File: config.mk
export PLATFORM = sky130hd
export DESIGN_NAME = ni_flit_injector
export DESIGN_NICKNAME = d
export VERILOG_FILES = /design/src/rtl/ni_flit_injector.sv
export SDC_FILE = /design/constraint.sdc
export NUM_CORES = 1
export LEC_CHECK = 0
export CORE_MARGIN = 3
export CORE_UTILIZATION = 50
export CTS_BUF_LIST = sky130_fd_sc_hd__clkbuf_16
export DETAILED_ROUTE_END_ITERATION = 8
export GPL_ROUTABILITY_DRIVEN = 0
export HOLD_SLACK_MARGIN = 0.1
export PLACE_DENSITY = 0.8
export SLEW_MARGIN = 20
export SYNTH_ARGS = -nofsm -noshare
export SYNTH_HDL_FRONTEND = slang
export SYNTH_SLANG_ARGS = --single-unit
export TNS_END_PERCENT = 20
File: constraint.sdc
create_clock -name clk -period 4 [get_ports clk]
set_clock_uncertainty 0.1 [all_clocks]
set_input_delay 1.2 -clock clk [delete_from_list [all_inputs] [get_ports clk]]
set_output_delay 1.2 -clock clk [all_outputs]
set_load 0.02 [all_outputs]
File: src/rtl/ni_flit_injector.sv
// Credit-based wormhole flit injector for an NI endpoint: turns packet requests plus
// streamed payload words into header/body/tail flits on a round-robin chosen VC.
module ni_flit_injector #(
    parameter int V = 4,
    parameter int B = 4,
    parameter int Fpay = 32,
    parameter int EAw = 8,
    parameter int C = 2,
    parameter logic [C*V-1:0] CLASS_SETTING = '1,
    parameter int PCKw = 8,
    localparam int Fw = 2 + V + Fpay,
    localparam int Cw = (C > 1) ? $clog2(C) : 1
) (
    input  logic            clk,
    input  logic            reset,
    input  logic [EAw-1:0]  current_e_addr,
    input  logic            pck_valid,
    output logic            pck_ready,
    input  logic [EAw-1:0]  pck_dest,
    input  logic [Cw-1:0]   pck_class,
    input  logic [PCKw-1:0] pck_size,
    input  logic            data_valid,
    output logic            data_ready,
    input  logic [Fpay-1:0] data_in,
    output logic [Fw-1:0]   flit_out,
    output logic            flit_out_wr,
    input  logic [V-1:0]    credit_in,
    output logic            credit_err
);

    localparam int CntW = $clog2(B + 1);
    localparam int VW = (V > 1) ? $clog2(V) : 1;
    localparam int unsigned NV = V;
    localparam int unsigned NC = C;

    typedef enum logic [1:0] {IDLE, HEAD, BODY} state_t;

    state_t          state, state_next;
    logic [EAw-1:0]  dest_r;
    logic [Cw-1:0]   class_r;
    logic [PCKw-1:0] size_r;
    logic [PCKw-1:0] remaining, remaining_next;
    logic [VW-1:0]   cur_vc, cur_vc_next;
    logic [VW-1:0]   rr_ptr, rr_ptr_next;
    logic [CntW-1:0] credit [V];

    logic [V-1:0]    has_credit;
    logic [V-1:0]    class_mask;
    logic [V-1:0]    eligible;
    logic            found;
    logic [VW-1:0]   pick;
    logic [VW-1:0]   idx;
    logic [VW-1:0]   vc_sel;
    logic [V-1:0]    vc_oh;
    logic [V-1:0]    send_oh;
    logic            send;
    logic [Fpay-1:0] hdr_payload;
    logic [Fw-1:0]   flit_next;

    always_comb begin
        has_credit = '0;
        for (int unsigned v = 0; v < NV; v++) begin
            has_credit[v] = (credit[v] != '0);
        end
    end

    always_comb begin
        class_mask = '0;
        for (int unsigned c = 0; c < NC; c++) begin
            if (class_r == Cw'(c)) class_mask = CLASS_SETTING[c*V +: V];
        end
    end

    assign eligible = class_mask & has_credit;

    // First eligible VC at or after the round-robin pointer, wrapping around.
    always_comb begin
        found = 1'b0;
        pick  = '0;
        idx   = '0;
        for (int unsigned i = 0; i < NV; i++) begin
            idx = VW'((32'(rr_ptr) + i) % NV);
            if (!found && eligible[idx]) begin
                found = 1'b1;
                pick  = idx;
            end
        end
    end

    always_comb begin
        hdr_payload = '0;
        hdr_payload[EAw-1:0]     = current_e_addr;
        hdr_payload[2*EAw-1:EAw] = dest_r;
        hdr_payload[2*EAw +: Cw] = class_r;
    end

    always_comb begin
        state_next     = state;
        remaining_next = remaining;
        cur_vc_next    = cur_vc;
        rr_ptr_next    = rr_ptr;
        send           = 1'b0;
        flit_next      = '0;
        pck_ready      = (state == IDLE);
        data_ready     = 1'b0;
        vc_sel         = (state == HEAD) ? pick : cur_vc;
        vc_oh          = '0;
        vc_oh[vc_sel]  = 1'b1;

        case (state)
            IDLE: begin
                if (pck_valid) state_next = HEAD;
            end
            HEAD: begin
                if (found) begin
                    send           = 1'b1;
                    cur_vc_next    = pick;
                    rr_ptr_next    = (pick == VW'(V - 1)) ? '0 : pick + VW'(1);
                    flit_next      = {1'b1, size_r == PCKw'(1), vc_oh, hdr_payload};
                    remaining_next = size_r - PCKw'(1);
                    state_next     = (size_r == PCKw'(1)) ? IDLE : BODY;
                end
            end
            BODY: begin
                data_ready = has_credit[cur_vc];
                if (data_valid && data_ready) begin
                    send           = 1'b1;
                    flit_next      = {1'b0, remaining == PCKw'(1), vc_oh, data_in};
                    remaining_next = remaining - PCKw'(1);
                    if (remaining == PCKw'(1)) state_next = IDLE;
                end
            end
            default: state_next = IDLE;
        endcase

        send_oh = send ? vc_oh : '0;
    end

    always_ff @(posedge clk or posedge reset) begin
        if (reset) begin
            state       <= IDLE;
            dest_r      <= '0;
            class_r     <= '0;
            size_r      <= '0;
            remaining   <= '0;
            cur_vc      <= '0;
            rr_ptr      <= '0;
            flit_out    <= '0;
            flit_out_wr <= 1'b0;
            credit_err  <= 1'b0;
            for (int unsigned v = 0; v < NV; v++) begin
                credit[v] <= CntW'(B);
            end
        end else begin
            state       <= state_next;
            remaining   <= remaining_next;
            cur_vc      <= cur_vc_next;
            rr_ptr      <= rr_ptr_next;
            flit_out_wr <= send;
            if (send) flit_out <= flit_next;
            if (state == IDLE && pck_valid) begin
                dest_r  <= pck_dest;
                class_r <= pck_class;
                size_r  <= (pck_size == '0) ? PCKw'(1) : pck_size;
            end
            // Send and return on the same VC cancel; a return at full count is an overflow.
            for (int unsigned v = 0; v < NV; v++) begin
                case ({send_oh[v], credit_in[v]})
                    2'b10: credit[v] <= credit[v] - CntW'(1);
                    2'b01: begin
                        if (credit[v] == CntW'(B)) credit_err <= 1'b1;
                        else credit[v] <= credit[v] + CntW'(1);
                    end
                    default: ;
                endcase
            end
        end
    end

endmodule

Yosys cells after proc, flatten, opt, wreduce, memory -nomap -nowiden
Index checks and enable logic that the tools add are counted.
{"block": "op_classes", "add_sub_neg": 14, "magnitude_cmp": 7, "n_eq_ne": 25, "mux": 56, "n_reduce_logical": 27}
{"op": "38-bit one-hot mux with 2 select lines", "n": 1}
{"op": "38-bit two-way mux", "n": 1}
{"op": "37-bit two-way mux", "n": 1}
{"op": "8-bit two-way mux", "n": 3}
{"op": "3-bit one-hot mux with 2 select lines", "n": 4}
{"op": "2-bit two-way mux", "n": 11}
{"op": "1-bit two-way mux", "n": 21}
{"op": "2-bit by 3-bit less-than comparator with 1-bit output, second input constant", "n": 6}
{"op": "8-bit by 1-bit == test with 1-bit output, second input constant", "n": 2}
{"op": "2-bit != test, second input constant", "n": 8}
{"op": "8-bit one-hot mux with 2 select lines", "n": 1}
{"op": "8-bit by 1-bit subtractor with 8-bit output, second input constant", "n": 2}
{"op": "3-bit by 1-bit adder with 3-bit output, second input constant", "n": 4}
{"op": "2-bit == test, second input constant", "n": 6}
{"op": "3-bit == test, second input constant", "n": 4}
{"op": "3-bit two-way mux", "n": 4}
{"op": "3-bit nonzero test", "n": 4}
{"op": "3-bit by 1-bit subtractor with 3-bit output, second input constant", "n": 4}
{"op": "1-bit binary-select mux with 2-bit select", "n": 5}
{"op": "2-bit by 1-bit == test with 1-bit output, second input constant", "n": 5}
{"op": "2-bit AND reduction", "n": 5}
{"op": "2-bit nonzero test", "n": 5}
{"op": "8-bit zero test", "n": 1}
{"op": "1-bit logical AND", "n": 6}
{"op": "11 further kinds", "n": 15}
{"block": "word_totals", "ff_bits": 83, "in_bits": 65, "output_inout_bits": 42, "wordCells": 143}

Longest topological paths before layout
{"block": "logic_depth", "depth_word": 27, "mapped_depth": 15}

Least setup slack after synthesis
Ideal clock, no wire load.
{"block": "synth_timing", "path_type": "input to register", "from": "in data_valid", "to": "reg credit[4] (netlist name)", "setup_time_ns": 0.126, "arrival_time_ns": 3.180, "required_ns": 3.774, "setup_slack_ns": 0.594, "path_stages": 8, "path_buffers": 1, "path_cell_list": "nand3b_1 > o32ai_4 > o21ai_2 > or3_4 > buf_6 > nand2_1 > fa_1 > o311a_1"}
{"block": "synth_via", "elab_chain_cells": 7, "word_cells_on_any_way": 10, "cone_classes": "eq/ne (3); mux (4); reduce/logical (3)"}
{"item": "start, declared", "line": "22", "rtl": "input logic data_valid,"}
{"item": "1-bit logical AND *", "line": "126", "rtl": "if (data_valid && data_ready) begin"}
{"item": "1-bit two-way mux *", "line": "126"}
{"item": "1-bit one-hot mux with 2 select lines *", "line": "110", "rtl": "case (state)"}
{"item": "4-bit two-way mux *", "line": "136", "rtl": "send_oh = send ? vc_oh : '0;"}
{"item": "2-bit by 1-bit == test with 1-bit output or 2-bit == test (tied branches)", "line": "168", "rtl": "case ({send_oh[v], credit_in[v]})"}
{"item": "2-bit != test (no source line) or 2-bit nonzero test (tied branches)"}
{"item": "2-bit AND reduction (no source line)"}
{"item": "end signal, assigned by index", "line": "152", "rtl": "credit[v] <= CntW'(B);"}
{"item": "end signal, assigned by index", "line": "169", "rtl": "2'b10: credit[v] <= credit[v] - CntW'(1);"}
{"item": "end signal, assigned by index", "line": "172", "rtl": "else credit[v] <= credit[v] + CntW'(1);"}
{"item": "end, declared", "line": "45", "rtl": "logic [CntW-1:0] credit [V];"}
Every way passes the cells marked *; elsewhere a longest branch is shown, timed or not.
A chain may end at the register's enable or synchronous reset.

Final worst setup path
{"block": "layout_timing", "from": "reg credit[11] (netlist name)", "to": "out data_ready"}
{"block": "layout_via", "elab_chain_cells": 4}
{"item": "3-bit nonzero test", "line": "63", "rtl": "has_credit[v] = (credit[v] != '0);"}
{"item": "1-bit binary-select mux with 2-bit select", "line": "125", "rtl": "data_ready = has_credit[cur_vc];"}
{"item": "1-bit two-way mux (implied by the code)", "line": "125"}
{"item": "1-bit two-way mux", "line": "110"}
{"item": "end, declared", "line": "23", "rtl": "output logic data_ready,"}
No other way between the ends. The select of a mux whose other input is x is not followed.

==> reports/results.ini <==
[status]
outcome=finished, final reports clean

[global_route]
grt_util_all_layers_pct=23.6
global_route_wire_length_before_repair_microns=19100
gr-usage-met2_pct=39.7
first_global_vias=3892
busiest_layer=met2
globalRouteMet3Util_pct=4.84
grt_max_degree=45
grt_antenna_before_repair=0
grt.met1_usage_pct=30.7
overflow=0

[timing]
final-setup-viol-count=0
slew_violations=0
timing.final.crit_share_pct=93.9
worst_slew_margin_pct=47.7
rsz0062_at_grt=false
layout_min_cycle_time_ps=3760
worst_path_setup_slack_after_routing_ps=245
totalNegativeSetupSlack_ps=0
timing.final.hold_violations=0
worst-slew-pin-transition_ps=783
clock.fmax_ghz=0.266

[finish]
num-nets-final=615
final_cell_area_sq_um=5970
syn2layout_area_growth_pct=33.0
layout_cell_share_with_drive_strength_beyond_1_pct=12.7
fillerInstances=623
antennaDiodeCount=0
final-instance-count-excl-fill=649

[clock_tree]
cts.hold.buffers_added=0
worstSkewPairLatency_ps=340
tritoncts_num_sinks=83
htree_num_levels=3
numCtsBuffers=9
postCtsSetupRepairBufs=0
cts.reportedPaths.clkPinSlew_ps=60
clk_path_buf_depth=2
cts_root_buf=sky130_fd_sc_hd__clkbuf_16
tritoncts=built
cts_resized=0

[routing]
routed-via-count=3820
wirelength_microns=11400
drt_first_pass_iters=7
drt-initial-drc-count=207
viasPerCell=5.89
route.detailed.drc=0
routed_wire_length_per_instance_microns=17.5
count_of_nets_left_with_antenna_violations_after_detail_routing=0

[setup_path]
ff2ff_setup_slack_ps=720
critPathRequiredTime_ps=2700
kind_of_start_point_of_the_critical_path=flop
worst_ep_arrival_time_ps=2460
worstSetupEndpointType=primary output
r2r.worst_path.cells=14
worstReg2RegStart=credit[6]
critical_path_class=reg -> out
rr_endpoint=credit[2]
startpoint_of_the_worst_setup_timing_path=credit[11]
crit_path_max_fanout=9
cp-endpoint=data_ready

[die]
core_region_area_sq_um=8460
num_rows=33
io_pins=107
die_h_microns=101
floorplan.die.width_microns=101
initial_core_utilization_pct=53.0
die_area_sq_um=10100

[synthesis]
synth-async-reset-ratio_pct=100
number_of_warnings_printed_during_yosys_synthesis=0
top_cell_type_s_share_of_synthesized_area_pct=44.0
synth_area_leader_cell=sky130_fd_sc_hd__dfrtp_1
synth_nets=508
number_of_synthesized_flops_with_an_enable_pin=0
flop_and_latch_count_out_of_synthesis=83
syn_avg_cell_area_sq_um=10.4
share_of_synthesized_area_occupied_by_flip_flops_and_latches_pct=46.4
mappedNetlistArea_sq_um=4490
yosysUniqueCellTypes=66
synthCells=432
synth-main-ff-cell=sky130_fd_sc_hd__dfrtp_1
synth.area.top_cells=sky130_fd_sc_hd__dfrtp_1, sky130_fd_sc_hd__a22o_1, sky130_fd_sc_hd__mux2_2

[pwr]
vdd.ir_drop.worst_mv=0.486
total_leakage_power_nw=2.55
power_density_nw_per_um2=823

[placement]
io_buffer_count=106
post-place-cells=633
cell_area_placed_sq_um=5690
place_ws_ps=125
detailed_place_hpwl_microns=8090

[worst_hold_path]
holdCritPathClass=reg -> reg

[job]
max_cap_viols=0

[worst min-delay path by stage]
stage / from / to / slack (ps) / cells after the start
floorplan: remaining[1] / remaining[1] / 370 / 2
global route: flit_out[13] / flit_out[13] / 410 / 1
global placement: flit_out[33] / flit_out[33] / 370 / 2
detailed placement: flit_out[33] / flit_out[33] / 370 / 2
CTS: flit_out[33] / flit_out[33] / 390 / 2
finish: flit_out[33] / flit_out[33] / 390 / 2
[final cells by class]
| cell class | count | area, sq um | area share, % |
|---|---|---|---|
| clock buffers | 9 | 225 | 3.77 |
| clock inverters | 7 | 51.3 | 0.860 |
| inverters | 22 | 83.8 | 1.40 |
| multi-input cells | 304 | 2220 | 37.3 |
| flip-flops and latches | 83 | 2080 | 34.9 |
| well taps | 105 | 131 | 2.20 |
| repair buffers | 119 | 1170 | 19.6 |
[per-stage QoR]
stage / power (W) / utilization (%) / hold slack (ps)
2_1_floorplan: 0.00328 / - / 373
3_3_place_gp: 0.00402 / 67.2 / 370
3_5_place_dp: 0.00413 / 67.2 / 369
4_1_cts: 0.00493 / 70.5 / 392
5_1_grt: 0.00528 / 70.5 / 414
6_report: 0.00491 / 70.5 / 390
[placed cells by master, fill, tap and decap left out, types with 5 or more instances in the layout]
cell type	instances
sky130_fd_sc_hd__clkdlybuf4s50_1	106
sky130_fd_sc_hd__dfrtp_1	79
sky130_fd_sc_hd__a22o_1	49
sky130_fd_sc_hd__nor2_1	28
sky130_fd_sc_hd__nand2_1	28
sky130_fd_sc_hd__a21oi_1	27
sky130_fd_sc_hd__inv_1	20
sky130_fd_sc_hd__mux2_2	20
sky130_fd_sc_hd__o21ai_0	15
sky130_fd_sc_hd__buf_4	12
sky130_fd_sc_hd__nand3_1	11
sky130_fd_sc_hd__clkbuf_16	9
sky130_fd_sc_hd__nor3_1	8
sky130_fd_sc_hd__or3_1	7
sky130_fd_sc_hd__mux2i_1	7
sky130_fd_sc_hd__ha_1	7
sky130_fd_sc_hd__nand2b_1	6
sky130_fd_sc_hd__o22ai_1	5
sky130_fd_sc_hd__xnor2_1	5
sky130_fd_sc_hd__o22a_1	5
[power by group]
group	switching [W]	total (W)	internal [W]
combinational	0.00131	0.00253	0.00122
sequential	0.000365	0.00161	0.00125
clock	0.000349	0.000773	0.000424
total	0.00202	0.00491	0.00289
[cell usage after synthesis (all sizes together) (3+ instances only)]
master	instances
or2	3
dfstp	4
o21ai	16
dfrtp	79
mux2	21
o22a	5
nand2b	6
xnor2	5
nand3b	3
ha	7
inv	21
a22oi	4
clkbuf	15
fa	4
nor3	10
nor2b	4
a31oi	4
nand2	28
nor2	28
or3	9
buf	8
nor4	4
xor2	4
o22ai	5
a22o	49
o21a	3
mux2i	7
a21oi	27
nand3	11
[flip-flops by register name (all words and copies together) (netlist names), 2 cells and up, named ones only]
signal	count
size_r	8
remaining	8
flit_out	38
state	2
credit	12
cur_vc	2
dest_r	8
[kinds of logic after synthesis]
group,count (synthesis),synth area share (%)
adder cells (fa/ha/maj),11,3.74
flip-flops,83,46.4
multiplexers,29,7.42
XOR/XNOR,9,1.76
AND/OR/NAND/NOR,118,13.5
AO/OA/AOI/OAI,137,22.9
buffers and inverters,45,4.24
[critical path: stages (launching register included)]
cell and delay (ps):
sky130_fd_sc_hd__dfstp_2 600, sky130_fd_sc_hd__nor3_1 70, sky130_fd_sc_hd__buf_4 160, sky130_fd_sc_hd__mux4_1 530, sky130_fd_sc_hd__nor2_1 130, sky130_fd_sc_hd__clkdlybuf4s50_1 620
[routing by layer]
layer / part of all wire (%) / vias up
met1: 42 / 1878
met3: 5.4 / 15
met5: 0 / -
met4: 1.6 / 0
li1: - / 1808
met2: 51 / 119
No activity file was read; power rests on OpenSTA's default activity.
